File: src/rtl/ex_div_unit.sv
// Iterative 32-bit radix-2 restoring divider for DIV/DIVU in EX, with pipeline freeze handshake.
// Optional macro DIV_EARLY_OUT_EN: finish in one cycle when |dividend| < |divisor|.
module ex_div_unit #(
  parameter int STALL_W = 6,
  parameter int EX_BIT  = 2
) (
  input  logic               clk,
  input  logic               rst,
  input  logic               div_start,
  input  logic               div_signed,
  input  logic [31:0]        op_a,
  input  logic [31:0]        op_b,
  input  logic               cancel,
  input  logic [STALL_W-1:0] stall,
  output logic               stallreq_for_ex,
  output logic               div_busy,
  output logic               result_ready,
  output logic [31:0]        quotient,
  output logic [31:0]        remainder
);

  typedef enum logic [1:0] {IDLE, CALC, DONE} state_t;

  state_t      state;
  logic [4:0]  count;
  logic [31:0] divisor;
  logic [63:0] prem;
  logic        q_neg, r_neg;

  logic        sign_a, sign_b;
  logic [31:0] abs_a, abs_b;
  logic [63:0] shifted, prem_nxt;
  logic [32:0] diff;

  assign sign_a = div_signed & op_a[31];
  assign sign_b = div_signed & op_b[31];
  assign abs_a  = sign_a ? -op_a : op_a;
  assign abs_b  = sign_b ? -op_b : op_b;

  // Upper half is the running remainder, lower half collects quotient bits.
  always_comb begin
    shifted  = {prem[62:0], 1'b0};
    diff     = {1'b0, shifted[63:32]} - {1'b0, divisor};
    prem_nxt = shifted;
    if (!diff[32]) prem_nxt = {diff[31:0], shifted[31:1], 1'b1};
  end

  // Gated by rst so the freeze request is low while reset is held.
  assign stallreq_for_ex = rst & div_start & ~cancel & (state != DONE);
  assign div_busy        = (state == CALC);
  assign result_ready    = (state == DONE);

  always_ff @(posedge clk or negedge rst) begin
    if (!rst) begin
      state     <= IDLE;
      count     <= '0;
      divisor   <= '0;
      prem      <= '0;
      q_neg     <= 1'b0;
      r_neg     <= 1'b0;
      quotient  <= '0;
      remainder <= '0;
    end else if (cancel) begin
      state   <= IDLE;
      count   <= '0;
      divisor <= '0;
      prem    <= '0;
      q_neg   <= 1'b0;
      r_neg   <= 1'b0;
    end else begin
      case (state)
        IDLE: begin
          if (div_start) begin
            q_neg   <= sign_a ^ sign_b;
            r_neg   <= sign_a;
            count   <= '0;
            divisor <= abs_b;
            prem    <= {32'd0, abs_a};
            if (op_b == 32'd0) begin
              quotient  <= 32'hFFFF_FFFF;
              remainder <= op_a;
              state     <= DONE;
            end
`ifdef DIV_EARLY_OUT_EN
            else if (abs_a < abs_b) begin
              quotient  <= 32'd0;
              remainder <= op_a;
              state     <= DONE;
            end
`endif
            else begin
              state <= CALC;
            end
          end
        end
        CALC: begin
          prem  <= prem_nxt;
          count <= count + 5'd1;
          if (count == 5'd31) begin
            quotient  <= q_neg ? -prem_nxt[31:0]  : prem_nxt[31:0];
            remainder <= r_neg ? -prem_nxt[63:32] : prem_nxt[63:32];
            state     <= DONE;
          end
        end
        DONE: begin
          if (!stall[EX_BIT]) state <= IDLE;
        end
        default: state <= IDLE;
      endcase
    end
  end

endmodule

File: config.mk
export PLATFORM = sky130hd
export DESIGN_NAME = ex_div_unit
export DESIGN_NICKNAME = d
export VERILOG_FILES = /design/src/rtl/ex_div_unit.sv
export SDC_FILE = /design/constraint.sdc
export NUM_CORES = 1
export LEC_CHECK = 0
export ABC_AREA = 1
export ABC_CLOCK_PERIOD_IN_PS = 4000
export BUFFER_PORTS_ARGS = -buffer_cell sky130_fd_sc_hd__buf_2
export CORE_UTILIZATION = 56
export CTS_CLUSTER_SIZE = 25
export DETAILED_ROUTE_END_ITERATION = 10
export GPL_TIMING_DRIVEN = 0
export PLACE_DENSITY = 0.75
export SLEW_MARGIN = 20
export SYNTH_ARGS = -nofsm -noshare
export SYNTH_HDL_FRONTEND = slang
export SYNTH_SLANG_ARGS = --single-unit
File: constraint.sdc
create_clock -name clk -period 4 [get_ports clk]
set_input_delay 0.4 -clock clk [delete_from_list [all_inputs] [get_ports clk]]
set_output_delay 0.4 -clock clk [all_outputs]
set_load 0.01 [all_outputs]
; ---- Word-level counts from Yosys, hierarchy flattened
; Cells that the tools add are included.
[word_totals]
reg_bits = 168
latch_bits = 0
ramBits = 0
romBits = 0
in_bits = 75
out_inout_bits = 67
n_memories = 0
[classes]
n_addsub = 6
multipliers = 0
div = 0
magnitude_cmp = 0
n_eq_ne = 10
n_shift = 0
muxes = 34
n_bitwise = 7
n_reduce_logical = 10
[ops]
columns = operator, count
row1 = two-way mux 32 bit, 13
row2 = negation 32 bit, 4
row3 = case mux 32 bit (2 select lines), 2
row4 = two-way mux 63 bit, 2
row5 = case mux 63 bit (2 select lines), 1
row6 = two-way mux 64 bit, 1
row7 = subtractor 32 x 32 -> 33 bit, 1
row8 = zero test 32 bit, 1
row9 = two-way mux 2 bit, 5
row10 = two-way mux 5 bit, 2
row11 = case mux 5 bit (2 select lines), 1
row12 = two-way mux 1 bit, 6
row13 = inequality test 2 bit (second input constant), 3
row14 = inequality test 3 bit (second input constant), 2
row15 = case mux 2 bit (3 select lines), 1
row16 = nonzero test 2 bit, 3
row17 = adder 5 x 1 -> 5 bit (second input constant), 1
row18 = AND 1 bit, 5
row19 = equality test 5 bit (second input constant), 1
row20 = AND reduction 5 bit, 1
row21 = AND reduction 2 bit, 2
row22 = inequality test 3 x 2 -> 1 bit (second input constant), 1
row23 = AND reduction 3 bit, 1
row24 = nonzero test 3 bit, 1
row25 = 6 further kinds, 6

; ---- Longest topological paths before layout
; Gate-level depths: netlist (run 1).
[depth]
word_depth = 6
ltp_mapped = 28

; ---- Worst setup path before layout (run 1)
; No wires, ideal clock.
[synth_path]
path_type = reg-to-reg
start = reg prem[31]
end = reg quotient[18]
setup_time_ps = 119
arrival_time_ps = 3197
path_slack_ps = 684
path_stages_with_launch = 28
path_buffers = 1
period_less_slack_ps = 3316
cell_sequence = dfrtp_1 inv_1 ha_1 fa_1 inv_1 nand2_1 nand2_1 nand3_1 nand2_1 nand2_4 nand2_4 nand2_4 nand2_8 inv_2 buf_2 ha_1 nand4_1 inv_1 nand4_1 nor3_1 inv_1 nor3_1 nand3_1 nor2_1 nor2_1 xor2_1 o22ai_1 inv_1
[synth_between]
elab_chain_len = 6
[synth_lines]
columns = element, line_no
row1 = "start, declared", 27  ; logic [63:0] prem;
row2 = "start signal, assigned", 78  ; prem <= {32'd0, abs_a};
row3 = "start signal, assigned", 97  ; prem <= prem_nxt;
row4 = subtractor 32 x 32 -> 33 bit, 43  ; diff = {1'b0, shifted[63:32]} - {1'b0, divisor};
row5 = two-way mux 64 bit, 45  ; if (!diff[32]) prem_nxt = {diff[31:0], shifted[31:1], 1'b1};
row6 = negation 32 bit, 100  ; quotient <= q_neg ? -prem_nxt[31:0] : prem_nxt[31:0];
row7 = two-way mux 32 bit, 100
row8 = two-way mux 32 bit, 99  ; if (count == 5'd31) begin
row9 = case mux 32 bit (2 select lines), 71  ; case (state)
row10 = "end signal, assigned", 100
row11 = "end, declared", 18  ; output logic [31:0] quotient,
; No other way between the ends. The select of a mux whose other input is x is not followed.
; A chain may end at the register's enable or synchronous reset.

; ---- Final worst setup path (run 1)
[layout_path]
start = reg prem[34]
end = reg quotient[26]
; Same word-level chain as after synthesis.

==> metrics.txt, run 1 <==
status=finished clean; fin crit share=96.3%; Post-DRT Antenna Nets=0; Syn Nets=2147; Boundary Pins=142; Max Buffers Root-to-Sink=2; max cap viols=0; Arrival @ worst endpoint=4.24 ns; mux cell area share after synthesis=0%; HPWL Detailed=35800 um; fmax=260 MHz; Most used DFF post-synth=dfrtp_1; Synth Area in Adders=3.76%; Clock Skew=0.0161 ns; Place WS=-0.488 ns; gr usage total=38.1%; Post-synth EDFFs=0; Die Y=155 um; Post-Synth Simple-Gate Area=35.2%; worst r2r path cells=22; Die X=155 um; Slew HR=34.4%; TritonCTS Sinks=168; synthesized flop and latch total=168; CP startpoint kind=register; Starting Density=57.6%; clock period minus worst slack=3.85 ns; num rows=55; Routed WL per cell=18.1 um; Post-synth ARST share=100%; sequential fraction of the synthesis area=31.9%; area of the multi-input gates=7550 um2; vias per cell=5.74; # DRC=0; clock buffer count from CTS=17; core box area=22800 um2; Clock Pin Slew Worst Setup and Hold Paths=0.08 ns; hold wc startpoint=stall[2]; first-pass GRT wire length=70900 um; 1st-pass router iterations=8; area grow syn2layout=15.7%; # H-tree levels=4; Cells after Synth=2033; die area=24100 um2; nets=2323; Yosys warnings=0; Seq. cell area=4200 um2; initial antenna violation count=0; TritonCTS clock tree=done; library cells used by synthesis=57; largest net degree at the start of global routing=72; largest family of logic cells by synthesized area=simple AND/OR/NAND/NOR gates; Worst Path Max Fanout=5; Hold Crit Class=primary input to register; reg2reg start=prem[34]$_DFFE_PN0P_; fraction of layout cells with a size suffix above 1=14.3%; DR vias=14500; Worst Tran Pin Value=0.980 ns; Avg Cell Area, Syn=6.47 um2; Ant. Diodes=0; crit end category=register; number of global-route vias before repair=13400; reg2reg end=quotient[26]$_DFFE_PN0P_; min setup slack post-route=0.148 ns; Hold Path Depth=3; initial detailed-routing violation count=1657; final WL=45800 um; Clk Latency, worst-skew pair=0.45 ns; CP Class=register to register; Required @ worst endpoint=4.39 ns; Overflow after GRT=0; Post-Syn Area=13200 um2; filler instances=2112; worst hold path endpoint=state[1]$_DFFE_PN0P_; complex-gate fraction of the synthesized area=15.1%; placer congestion estimate=0.977; max-slew violations=0; Hold Vio Cnt, Final=0; XOR/XNOR Fraction of Synth Area=2.20%; port buffer count=136; final setup violation count=0; reg2reg setup slack=0.15 ns; CTS root buf=clkbuf_16
[logic make-up (layout without fill, tap and decap cells)]
logic type      Yosys count  after routing
buf+inv                 391            579
flops                   168            168
compound gates          336            336
fa+ha+maj                39             39
xor+xnor                 33             33
simple gates           1066           1066
[how the worst max path moves through the flow]
| stage | startpoint | end | slack [ns] | cells past startpoint |
|---|---|---|---|---|
| final | prem[34]$_DFFE_PN0P_ | quotient[26]$_DFFE_PN0P_ | 0.15 | 22 |
| after global routing | divisor[23]$_DFFE_PN0P_ | quotient[20]$_DFFE_PN0P_ | -0.08 | 27 |
| after CTS | prem[31]$_DFFE_PN0P_ | quotient[24]$_DFFE_PN0P_ | 0.004 | 25 |
| after detailed placement | prem[31]$_DFFE_PN0P_ | quotient[24]$_DFFE_PN0P_ | -0.49 | 25 |
| after global placement | prem[31]$_DFFE_PN0P_ | quotient[24]$_DFFE_PN0P_ | -0.42 | 25 |
| after floorplan | prem[31]$_DFFE_PN0P_ | quotient[18]$_DFFE_PN0P_ | 0.68 | 27 |
[flip-flops by register name, summed over array words and instances (netlist names)]
name	cells
count	5
divisor	32
prem	63
q_neg	1
quotient	32
r_neg	1
remainder	32
state	2
[layout by cell type, fill, tap and decap left out, types with 42 or more instances in the layout]
master and n:
o21ai_0 100, nor2_1 200, nand3_1 152, inv_1 310, dfrtp_1 168, nand2_1 563
o22ai_1 61, a21oi_1 87, clkbuf_1 47, nor3_1 42, buf_2 141
[critical path, cell delays in order (launching register included)]
cell and delay [ns]:
dfrtp_1 0.43, ha_1 0.36, or2_1 0.29, nand3_2 0.11, nand2_4 0.07, nand2_4 0.09, nand2_4 0.08, nand2_8 0.11
nand2_8 0.09, clkinv_8 0.06, buf_12 0.10, ha_2 0.18, nand4_1 0.14, buf_4 0.19, nor2_4 0.12, nand4_1 0.13
nor4_2 0.32, nand4_1 0.27, buf_4 0.22, o21ai_1 0.14, xor2_1 0.16, o22ai_1 0.08, inv_1 0.06
[repair_timing]
item / CTS / global route
buffers inserted: 1 / 17
gates resized for setup: 8 / 35
cloned: 0 / 0
hold endpoints to repair: 39 / 0
pin swaps: 1 / 19
setup endpoints to repair: 9 / 17
hold buffers: 1 / 0
[layer usage]
layer	track usage, %	part of all wire (%)	up-vias
met3	7.66	11	88
met4	11.0	2.4	0
li1	-	-	6911
met5	0	0	-
met1	55.4	44	6735
met2	57.2	42	806
[synth_stat cells, drive strengths merged (4+ instances only)]
cell type / number / share of area (%)
buf: 22 / 1.3
o21ai: 114 / 4.4
xor2: 30 / 2.0
nand2: 602 / 18
nand3b: 4 / 0.23
nand4: 22 / 1.1
a31oi: 14 / 0.67
a32o: 4 / 0.30
nor3: 49 / 2.1
nor2: 217 / 6.6
inv: 321 / 9.2
nor4: 6 / 0.29
o2111ai: 4 / 0.27
ha: 38 / 3.6
a21oi: 92 / 3.7
or2: 4 / 0.19
nand3: 158 / 6.2
and2: 4 / 0.21
clkbuf: 47 / 1.3
o22ai: 61 / 2.9
o211ai: 27 / 1.5
dfrtp: 168 / 32
[cell type report]
type,instances,area share [%]
clock buffer,17,2.79
clock inverter,14,1.03
sequential,168,27.6
timing repair buffer,157,5.93
multi-input combinational,1474,49.6
buffer,69,2.41
inverter,322,8.04
tap,313,2.57
[through the flow]
stage	util (%)	area [um2]	setup TNS, ns	instances	hold slack (ns)
global route	66.6	15200	-0.108	2534	0.252
detailed placement	62.6	14300	-2.88	2484	0.294
global placement	62.3	14200	-24.52	2482	0.458
CTS	65.3	14900	0	2517	0.241
finish	66.6	15200	0	2534	0.249
floorplan	-	13200	0	2033	0.104
Power of run 1 is not shown: default switching activity piles up to over one toggle a cycle in this logic, so the estimate is an artifact.
==> run 2: changes to the inputs <==
Settings changed: CTS_CLUSTER_DIAMETER set to 60, REMOVE_ABC_BUFFERS set to 1.
==> run 2 against run 1 <==
Compared with the run above: fmax grew 1.0%; final cell count shrank 2.5%; worst hold slack worse by 0.051 ns; count of clock-buffer cells in the layout is 1 higher; critical endpoint is now quotient[18]$_DFFE_PN0P_; final area shrank 1.9%; register-to-register slack better by 0.04 ns; global-route usage fell by 5.4 points; critical path type unchanged; die area stayed put.
==> metrics.txt, run 2 (synthesis results as in run 1) <==
fin crit share=95.3%; DR vias=13700; Largest Register=prem; TritonCTS Sinks=168; placed cells=2421; min setup slack post-route=0.187 ns; crit end category=register; # DRC=0; area grow syn2layout=13.4%; status=finished clean; max-slew violations=0; Die Y=155 um; die area=24100 um2; gr usage total=32.7%; largest net degree at the start of global routing=83; Overflow after GRT=0; final WL=38500 um; # H-tree levels=4; HPWL Detailed=29000 um; clock buffer count from CTS=17; CP max-delay cell=dfrtp_1; Slew HR=34.1%; Starting Density=57.6%; most frequent cells in the layout=nand2_1 (563), inv_1 (310), nor2_1 (195), dfrtp_1 (168), nand3_1 (153); fraction of layout cells with a size suffix above 1=13.7%; initial antenna violation count=0; Clock Pin Slew Worst Setup and Hold Paths=0.07 ns; initial detailed-routing violation count=1169; num rows=55; Hold Crit Class=primary input to register; Ant. Diodes=0; number of global-route vias before repair=12600; CP Class=register to register; Die X=155 um; Clock Skew=0.0159 ns; first-pass GRT wire length=62900 um; nets=2258; Post-Layout Inst Area=14900 um2; Layout Cells excl Fill=2470; TritonCTS clock tree=done; Required @ worst endpoint=4.33 ns; fmax=262 MHz; Hold Vio Cnt, Final=0; Arrival @ worst endpoint=4.14 ns; Clk Latency, worst-skew pair=0.44 ns; Post-DRT Antenna Nets=0; CTS root buf=clkbuf_16; Boundary Pins=142; CP startpoint kind=register; smallest hold slack=0.198 ns; final setup violation count=0; core box area=22800 um2; max incr delay on CP=0.37 ns; Routed WL per cell=15.6 um; Worst Tran Pin Value=0.989 ns; 1st-pass router iterations=7; Max Buffers Root-to-Sink=2; Place WS=-0.841 ns; most used cell, CP=inv_1; max cap viols=0; max reg flops=63; filler instances=2173; port buffer count=136; Cell Area, Placed=14100 um2; Worst Path Max Fanout=8; clock period minus worst slack=3.81 ns; placer congestion estimate=0.936; commonest non-fill, non-tap cell in the layout=nand2_1; vias per cell=5.53
## run 2: cell types whose count changed in the layout (fill, tap and decap cells not counted), sizes merged
cell / delta
buf: -21
clkbuf: -46
clkinv: -3
inv: +3
nand2: +3
## run 2: area by class of cell
| cell class | count | area (um2) | share of cell area (%) |
|---|---|---|---|
| Inverter | 322 | 1230 | 8.23 |
| Multi-Input combinational cell | 1477 | 7530 | 50.5 |
| Clock inverter | 14 | 151 | 1.01 |
| Tap cell | 313 | 392 | 2.62 |
| Sequential cell | 168 | 4200 | 28.2 |
| Timing Repair Buffer | 158 | 992 | 6.65 |
| Clock buffer | 18 | 429 | 2.87 |
## run 2: final timing paths
path / from / to / slack (ns) / cells after the start
worst max-delay path: prem[31]$_DFFE_PN0P_ / quotient[18]$_DFFE_PN0P_ / 0.19 / 26
worst min-delay path: stall[2] / state[1]$_DFFE_PN0P_ / 0.20 / 3
worst min register to register: remainder[27]$_DFFE_PN0P_ / remainder[27]$_DFFE_PN0P_ / 0.48 / 2
worst max register to register: prem[31]$_DFFE_PN0P_ / quotient[18]$_DFFE_PN0P_ / 0.19 / 26
min in group asynchronous: rst / divisor[7]$_DFFE_PN0P_ / 0.43 / 2
max in group asynchronous: rst / remainder[25]$_DFFE_PN0P_ / 2.56 / 4
## run 2: repair_timing
action | CTS | global route
hold buffers | 1 | 0
buffers inserted | 3 | 10
setup endpoints to repair | 46 | 34
pin swaps | 4 | 9
gates resized for setup | 11 | 16
gates cloned | 1 | 2
hold endpoints to repair | 39 | 0
## run 2: metal layers
layer	vias to the layer above	routed length [um]	track usage, %
met3	69	2530	4.04
met4	0	855	10.2
li1	6779	-	-
met5	-	0	0
met2	488	17800	53.9
met1	6319	17300	45.0
## run 2: metrics by stage
stage / setup TNS (ns) / util [%]
6_report: 0 / 65.3
2_1_floorplan: -278.45 / -
3_5_place_dp: -19.96 / 61.7
5_1_grt: -0.133 / 65.3
3_3_place_gp: -822.80 / 60.8
4_1_cts: 0 / 64.7
## run 2: critical path: cells and delay by family, from the launching register on
family,cells,cell delay (ns)
AO/OA/AOI/OAI,1,0.14
XOR/XNOR,1,0.18
adder cells (fa/ha/maj),3,0.54
buffers and inverters,6,0.54
flip-flops,1,0.37
AND/OR/NAND/NOR,15,1.91
Power of run 2 is left out for the same reason.
